--- src/rtl/uart_tx_param_if.sv ---
// rtl/uart_tx_param_if.sv - start/data/status handshake between a frame source and uart_tx_param
interface uart_tx_param_if #(
  parameter int DATA_BITS = 8
);
  logic                 startSignal;
  logic [DATA_BITS-1:0] tx_data;
  logic                 tx_busy;
  logic                 tx_done;

  modport master (
    output startSignal,
    output tx_data,
    input  tx_busy,
    input  tx_done
  );

  modport slave (
    input  startSignal,
    input  tx_data,
    output tx_busy,
    output tx_done
  );
endinterface

--- src/rtl/uart_tx_param.sv ---
// rtl/uart_tx_param.sv - parametrised UART transmitter: start, DATA_BITS LSB-first, optional parity, 1-2 stop bits
module uart_tx_param #(
  parameter int CLK_FREQ    = 100_000_000,
  parameter int BAUD_RATE   = 9600,
  parameter int DATA_BITS   = 8,
  parameter int PARITY_MODE = 0,
  parameter int STOP_BITS   = 1
) (
  input  logic            clk,
  input  logic            reset,
  uart_tx_param_if.slave  bus,
  output logic            txd
);

  localparam int BAUD_DIV = CLK_FREQ / BAUD_RATE;
  localparam int CNT_W    = (BAUD_DIV > 2) ? $clog2(BAUD_DIV) : 1;
  localparam int BIT_W    = (DATA_BITS > 2) ? $clog2(DATA_BITS) : 1;

  generate
    if (DATA_BITS < 5 || DATA_BITS > 9 || STOP_BITS < 1 || STOP_BITS > 2 ||
        PARITY_MODE < 0 || PARITY_MODE > 2 || BAUD_DIV < 2) begin : g_bad_params
      $error("uart_tx_param: illegal parameter combination");
    end
  endgenerate

  typedef enum logic [2:0] {
    IDLE,
    START,
    DATA,
    PARITY,
    STOP
  } state_t;

  state_t               state;
  logic [CNT_W-1:0]     baud_cnt;
  logic [BIT_W-1:0]     bit_cnt;
  logic                 stop_cnt;
  logic [DATA_BITS-1:0] shift_reg;
  logic                 parity_bit;
  logic                 busy_q;
  logic                 done_q;

  wire bit_end = (baud_cnt == CNT_W'(BAUD_DIV - 1));

  assign bus.tx_busy = busy_q;
  assign bus.tx_done = done_q;

  always_ff @(posedge clk or negedge reset) begin
    if (!reset) begin
      state      <= IDLE;
      baud_cnt   <= '0;
      bit_cnt    <= '0;
      stop_cnt   <= 1'b0;
      shift_reg  <= '0;
      parity_bit <= 1'b0;
      txd        <= 1'b1;
      busy_q     <= 1'b0;
      done_q     <= 1'b0;
    end else begin
      done_q <= 1'b0;
      unique case (state)
        IDLE: begin
          txd      <= 1'b1;
          busy_q   <= 1'b0;
          baud_cnt <= '0;
          if (bus.startSignal) begin
            shift_reg  <= bus.tx_data;
            // Odd parity is the inverted XOR so the total count of ones comes out odd.
            parity_bit <= (PARITY_MODE == 1) ? ~(^bus.tx_data) : ^bus.tx_data;
            bit_cnt    <= '0;
            stop_cnt   <= 1'b0;
            txd        <= 1'b0;
            busy_q     <= 1'b1;
            state      <= START;
          end
        end

        default: begin
          if (!bit_end) begin
            baud_cnt <= baud_cnt + 1'b1;
          end else begin
            baud_cnt <= '0;
            case (state)
              START: begin
                txd   <= shift_reg[0];
                state <= DATA;
              end
              DATA: begin
                if (bit_cnt == BIT_W'(DATA_BITS - 1)) begin
                  if (PARITY_MODE != 0) begin
                    txd   <= parity_bit;
                    state <= PARITY;
                  end else begin
                    txd   <= 1'b1;
                    state <= STOP;
                  end
                end else begin
                  bit_cnt   <= bit_cnt + 1'b1;
                  shift_reg <= shift_reg >> 1;
                  txd       <= shift_reg[1];
                end
              end
              PARITY: begin
                txd   <= 1'b1;
                state <= STOP;
              end
              default: begin
                if (stop_cnt == 1'(STOP_BITS - 1)) begin
                  txd    <= 1'b1;
                  busy_q <= 1'b0;
                  done_q <= 1'b1;
                  state  <= IDLE;
                end else begin
                  stop_cnt <= 1'b1;
                end
              end
            endcase
          end
        end
      endcase
    end
  end

endmodule

--- src/flat_wrapper.sv ---
// flat-port wrapper written by rule: the top's interface ports become plain ports
module uart_tx_param_flat 
#(
  parameter int CLK_FREQ    = 100_000_000,
  parameter int BAUD_RATE   = 9600,
  parameter int DATA_BITS   = 8,
  parameter int PARITY_MODE = 0,
  parameter int STOP_BITS   = 1
)
  (clk, reset, txd, bus_startSignal, bus_tx_data, bus_tx_busy, bus_tx_done);
  uart_tx_param_if #(.DATA_BITS(DATA_BITS)) bus_i ();
  input  logic clk;
  input  logic reset;
  output logic txd;
  input wire logic [$bits(bus_i.startSignal)-1:0] bus_startSignal;
  input wire logic [$bits(bus_i.tx_data)-1:0] bus_tx_data;
  output wire logic [$bits(bus_i.tx_busy)-1:0] bus_tx_busy;
  output wire logic [$bits(bus_i.tx_done)-1:0] bus_tx_done;
  assign bus_i.startSignal = bus_startSignal;
  assign bus_i.tx_data = bus_tx_data;
  assign bus_tx_busy = bus_i.tx_busy;
  assign bus_tx_done = bus_i.tx_done;
  uart_tx_param #(.CLK_FREQ(CLK_FREQ), .BAUD_RATE(BAUD_RATE), .DATA_BITS(DATA_BITS), .PARITY_MODE(PARITY_MODE), .STOP_BITS(STOP_BITS)) u_core (.clk(clk), .reset(reset), .bus(bus_i), .txd(txd));
endmodule
--- config.mk ---
export PLATFORM = sky130hd
export DESIGN_NAME = uart_tx_param_flat
export DESIGN_NICKNAME = d
export VERILOG_FILES = /design/src/rtl/uart_tx_param_if.sv /design/src/rtl/uart_tx_param.sv /design/src/flat_wrapper.sv
export SDC_FILE = /design/constraint.sdc
export NUM_CORES = 1
export LEC_CHECK = 0
export ABC_CLOCK_PERIOD_IN_PS = 2300
export CAP_MARGIN = 20
export CORE_MARGIN = 1.5
export CORE_UTILIZATION = 56
export CTS_CLUSTER_DIAMETER = 30
export DETAILED_ROUTE_END_ITERATION = 12
export PLACE_DENSITY = 0.78
export SYNTH_ARGS = -nofsm -noshare
export SYNTH_HDL_FRONTEND = slang
export SYNTH_SLANG_ARGS = --single-unit
--- constraint.sdc ---
create_clock -name clk -period 2.3 [get_ports clk]
set_input_delay 0.46 -clock clk [delete_from_list [all_inputs] [get_ports clk]]
set_output_delay 0.46 -clock clk [all_outputs]
set_load 0.01 [all_outputs]
# Yosys cells after proc, flatten, opt, wreduce, memory -nomap -nowiden
# Cells that the tools add are included.
[word_totals]
input_bits = 11
elab_cells = 68
ff_bits = 32
out_inout_bits = 3
[classes]
eq_ne = 11
add_sub_neg = 2
n_reduce_logical = 9
n_mux = 38
[op_table]
columns = ["operator", "n"]
rows = [
  ["$mux 8", 5],
  ["$mux 3", 10],
  ["$mux 14", 2],
  ["$mux 1", 19],
  ["$add 14x1->14 const B", 1],
  ["$eq 14x14->1 const B", 1],
  ["$pmux 3 s3", 1],
  ["$reduce_and 4->1", 2],
  ["$eq 3x2->1 const B", 2],
  ["$ne 2x2->1 const B", 3],
  ["$reduce_and 3->1", 2],
  ["$ne 5x5->1 const B", 1],
  ["$reduce_bool 2->1", 2],
  ["$add 3x1->3 const B", 1],
  ["$eq 3x1->1 const B", 1],
  ["$eq 3x3->1 const B", 1],
  ["$logic_not 3->1", 1],
  ["$ne 3x2->1 const B", 1],
  ["$pmux 1 s3", 1],
  ["$reduce_or 3->1", 1],
  ["$ne 2x1->1 const B", 1],
  ["$reduce_and 2->1", 1],
]

# Depth between registers and ports, before layout
[logic_depth]
ltp_word = 5
ltp_mapped = 7

# Least setup slack after synthesis
# No wires, ideal clock.
[synth_path]
kind = "register -> register"
startpoint = "register u_core.baud_cnt[10]"
endpoint = "register u_core.baud_cnt[0]"
setup_ns = 0.124
setup_slack_ns = 0.364
stages_incl_launch_ff = 7
arrival_time_ns = 1.812
path_buffers = 2
synth_period_minus_slack_ns = 1.936
t_required_ns = 2.176
path_cell_list = "dfrtp_1 -> or4b_4 -> nor4_4 -> or2_1 -> clkbuf_4 -> buf_8 -> nor2_1"
[synth_via]
elab_chain_cells = 3
[synth_rtl]
columns = ["element", "line_no", "text"]
rows = [
  ["start, declared", "uart_tx_param.sv:35", "logic [CNT_W-1:0] baud_cnt;"],
  ["start signal, assigned", "uart_tx_param.sv:80", "baud_cnt <= baud_cnt + 1'b1;"],
  ["$eq 14x14->1", "uart_tx_param.sv:43", "wire bit_end = (baud_cnt == CNT_W'(BAUD_DIV - 1));"],
  ["$mux 14", "uart_tx_param.sv:79", "if (!bit_end) begin"],
  ["$mux 14", "uart_tx_param.sv:61", "unique case (state)"],
]
# No other way between the ends.
# A chain may end at the register's enable or synchronous reset.

# Worst setup path after layout
# Ends and elaborated chain as after synthesis.

==> flow_summary_export.csv <==
group,metric,value,unit
yosys,synth_edf_count,0,
sta,skew,12.37,ps
routing,vias_per_cell,5.862,
critical_path,cp_data_arrival_time,2260,ps
sta,slew_viol_final,0,
critical_path,worstSetupEndpointType,"register",
floorplanning,io_pins,14,
clocking,cts_sinks,31,
critical_path,rr_worst_depth,5,
min_path,hold_path_class,"register to register",
yosys,synth_nets,166,
critical_path,r2r_end,"u_core.baud_cnt[0]$_DFF_PN0_",
global_route,grt_overflow,0,
clocking,cts_tree,"built",
sta,setup_viol,0,
yosys,synth_top_flop_cell,"dfrtp_1",
sta,tightest_slew,398.8,ps
power_and_ir_drop,power_leakage,0.7825,nW
global_route,antenna_found_initial,0,
sta,rsz0062_at_grt,"false",
yosys,synth.distinct_cells,40,
yosys,avgSynthCellArea,10.58,um^2
routing,drc,0,
global_route,grt_pass1_wl,5085,um
critical_path,startpoint,"u_core.baud_cnt[10]$_DFF_PN0_",
min_path,min_path_cells,2,
critical_path,path_class,"register to register",
floorplanning,coreArea,2734,um^2
clocking,cts_hold_buf,0,
placed_design,port_buffers,13,
layout,final_net_count,186,
critical_path,r2r_slack,240,ps
clocking,clk_path_buf_depth,2,
routing,vias,1190,
yosys,synth_area,1598,um^2
sta,fmax,0.4865,GHz
sta,fin_setup_tns,0,ps
power_and_ir_drop,power_density,513.8,nW/um^2
critical_path,cp_max_fo,9,
yosys,yosys_warnings,0,
routing,wl,2903,um
sta,hold_viol,0,
floorplanning,die_area,3183,um^2
routing,drtAntennaViolNets,0,
global_route,grtUsageTotal,0.2073,
clocking,cts-root-buf,"clkbuf_4",
floorplanning,start_util,0.5844,
run_status,status,"complete, no violations",
yosys,synthArstFlopShare,1.000,
layout,final_common_cell,"dfrtp_1",
layout,antennaDiodeCount,0,
sta,period_share,0.8937,
routing,first_iter_violations,57,
layout,layout-drive-gt1-share,0.2093,
layout,area_growth,13.78,%
power_and_ir_drop,peakVddDrop,0.3882,mV
clocking,insertion_delay,330,ps
yosys,syn_inst,151,
floorplanning,dieWidth,56.42,um
sta,min_period,2055,ps
clocking,clkTransAtPathRegs,100,ps
placed_design,post-dp-hpwl,2116,um
clocking,cts_setup_buffers,0,
global_route,grt_max_degree,32,
routing,first_pass_iters,4,
clocking,htreeDepth,2,
critical_path,regToRegStartpoint,"u_core.baud_cnt[10]$_DFF_PN0_",
global_route,grt_pass1_vias,1169,
clocking,cts_made_buffers,5,
min_path,hp-start,"u_core.txd$_DFFE_PN1P_",
routing,wl_per_cell,14.30,um
flow_run,cap_violations,0,
layout,largest_reg_flops,14,
critical_path,start_kind,"register",
sta,slew_headroom,0.7317,
layout,layout_common_cells,"30 x dfrtp_1, 17 x nor2_1, 13 x clkdlybuf4s50_1",
yosys,synth_seq_cells,31,
critical_path,cp.required,2510,ps
floorplanning,rows,19,
clocking,cts_resized,0,
placed_design,gp_congestion,0.8945,
sta,whs,471.7,ps
yosys,synth_seq_area_share,0.4863,
floorplanning,dieHeight,56.42,um
min_path,holdPathEnd,"u_core.txd$_DFFE_PN1P_",
-- critical path, stage by stage (launching register included) --
cell and delay (ps):
dfrtp_1 450, or4b_4 570, nor4_4 340, or2_1 300, buf_4 220, nor2_1 60
-- worst max-delay path by stage --
stage                                    end  depth (start not counted)
2_1_floorplan   u_core.baud_cnt[0]$_DFF_PN0_                          6
3_3_place_gp   u_core.baud_cnt[13]$_DFF_PN0_                          5
3_5_place_dp    u_core.baud_cnt[0]$_DFF_PN0_                          5
4_1_cts         u_core.baud_cnt[0]$_DFF_PN0_                          5
5_1_grt         u_core.baud_cnt[0]$_DFF_PN0_                          5
6_report        u_core.baud_cnt[0]$_DFF_PN0_                          5
-- metrics by stage --
step	instances	cell area, um^2	utilization	setup slack, ps	power, W
3_5_place_dp	195	1749	0.6398	278.9	0.0005850
2_1_floorplan	151	1598	-	363.8	0.0005557
6_report	203	1818	0.6650	244.6	0.0009340
5_1_grt	203	1818	0.6650	145.3	0.0009699
4_1_cts	203	1818	0.6650	258.1	0.0009431
3_3_place_gp	195	1749	0.6398	363.2	0.0005840
-- cells in the mapped netlist, types with 2 or more instances --
library cell / number / share of area
nor2_1: 17 / 0.040
inv_1: 6 / 0.014
xnor2_1: 8 / 0.044
dfrtp_1: 30 / 0.47
ha_1: 4 / 0.031
mux2i_1: 3 / 0.019
and4_1: 2 / 0.011
nor3_1: 4 / 0.013
o221a_2: 7 / 0.049
xor2_1: 3 / 0.016
buf_6: 2 / 0.014
nand4_1: 5 / 0.020
or2_2: 7 / 0.027
o21ai_0: 7 / 0.022
nand3_1: 10 / 0.031
nand2_1: 9 / 0.021
nor4_1: 4 / 0.016
-- logic make-up (layout without fill, tap and decap cells) --
logic type,Yosys count,after routing,share of synthesized area
simple gates,72,72,0.2553
fa+ha+maj,4,4,0.03132
flops,31,31,0.4863
compound gates,19,19,0.09946
buf+inv,11,32,0.04855
mux,3,3,0.01879
xor+xnor,11,11,0.06030
-- layout make-up --
type / instances / area, um^2
Clock buffer: 8 / 68.82
Fill cell: 205 / 915.9
Inverter: 6 / 22.52
Multi-Input combinational cell: 109 / 743.2
Sequential cell: 31 / 777.0
Tap cell: 31 / 38.79
Timing Repair Buffer: 18 / 167.7
-- routing by layer --
metal | track usage | share of wire
met1 | 0.2508 | 0.46
met2 | 0.3479 | 0.49
met3 | 0.05760 | 0.041
met4 | 0.08503 | 0.0093
met5 | 0 | 0
-- report_power, final --
group          leakage, nW  switching (W)  internal, W
combinational        0.355      0.0000129    0.0000159
sequential           0.389              0     0.000545
clock               0.0386       0.000181     0.000180
No activity file was read; power rests on OpenSTA's default activity.
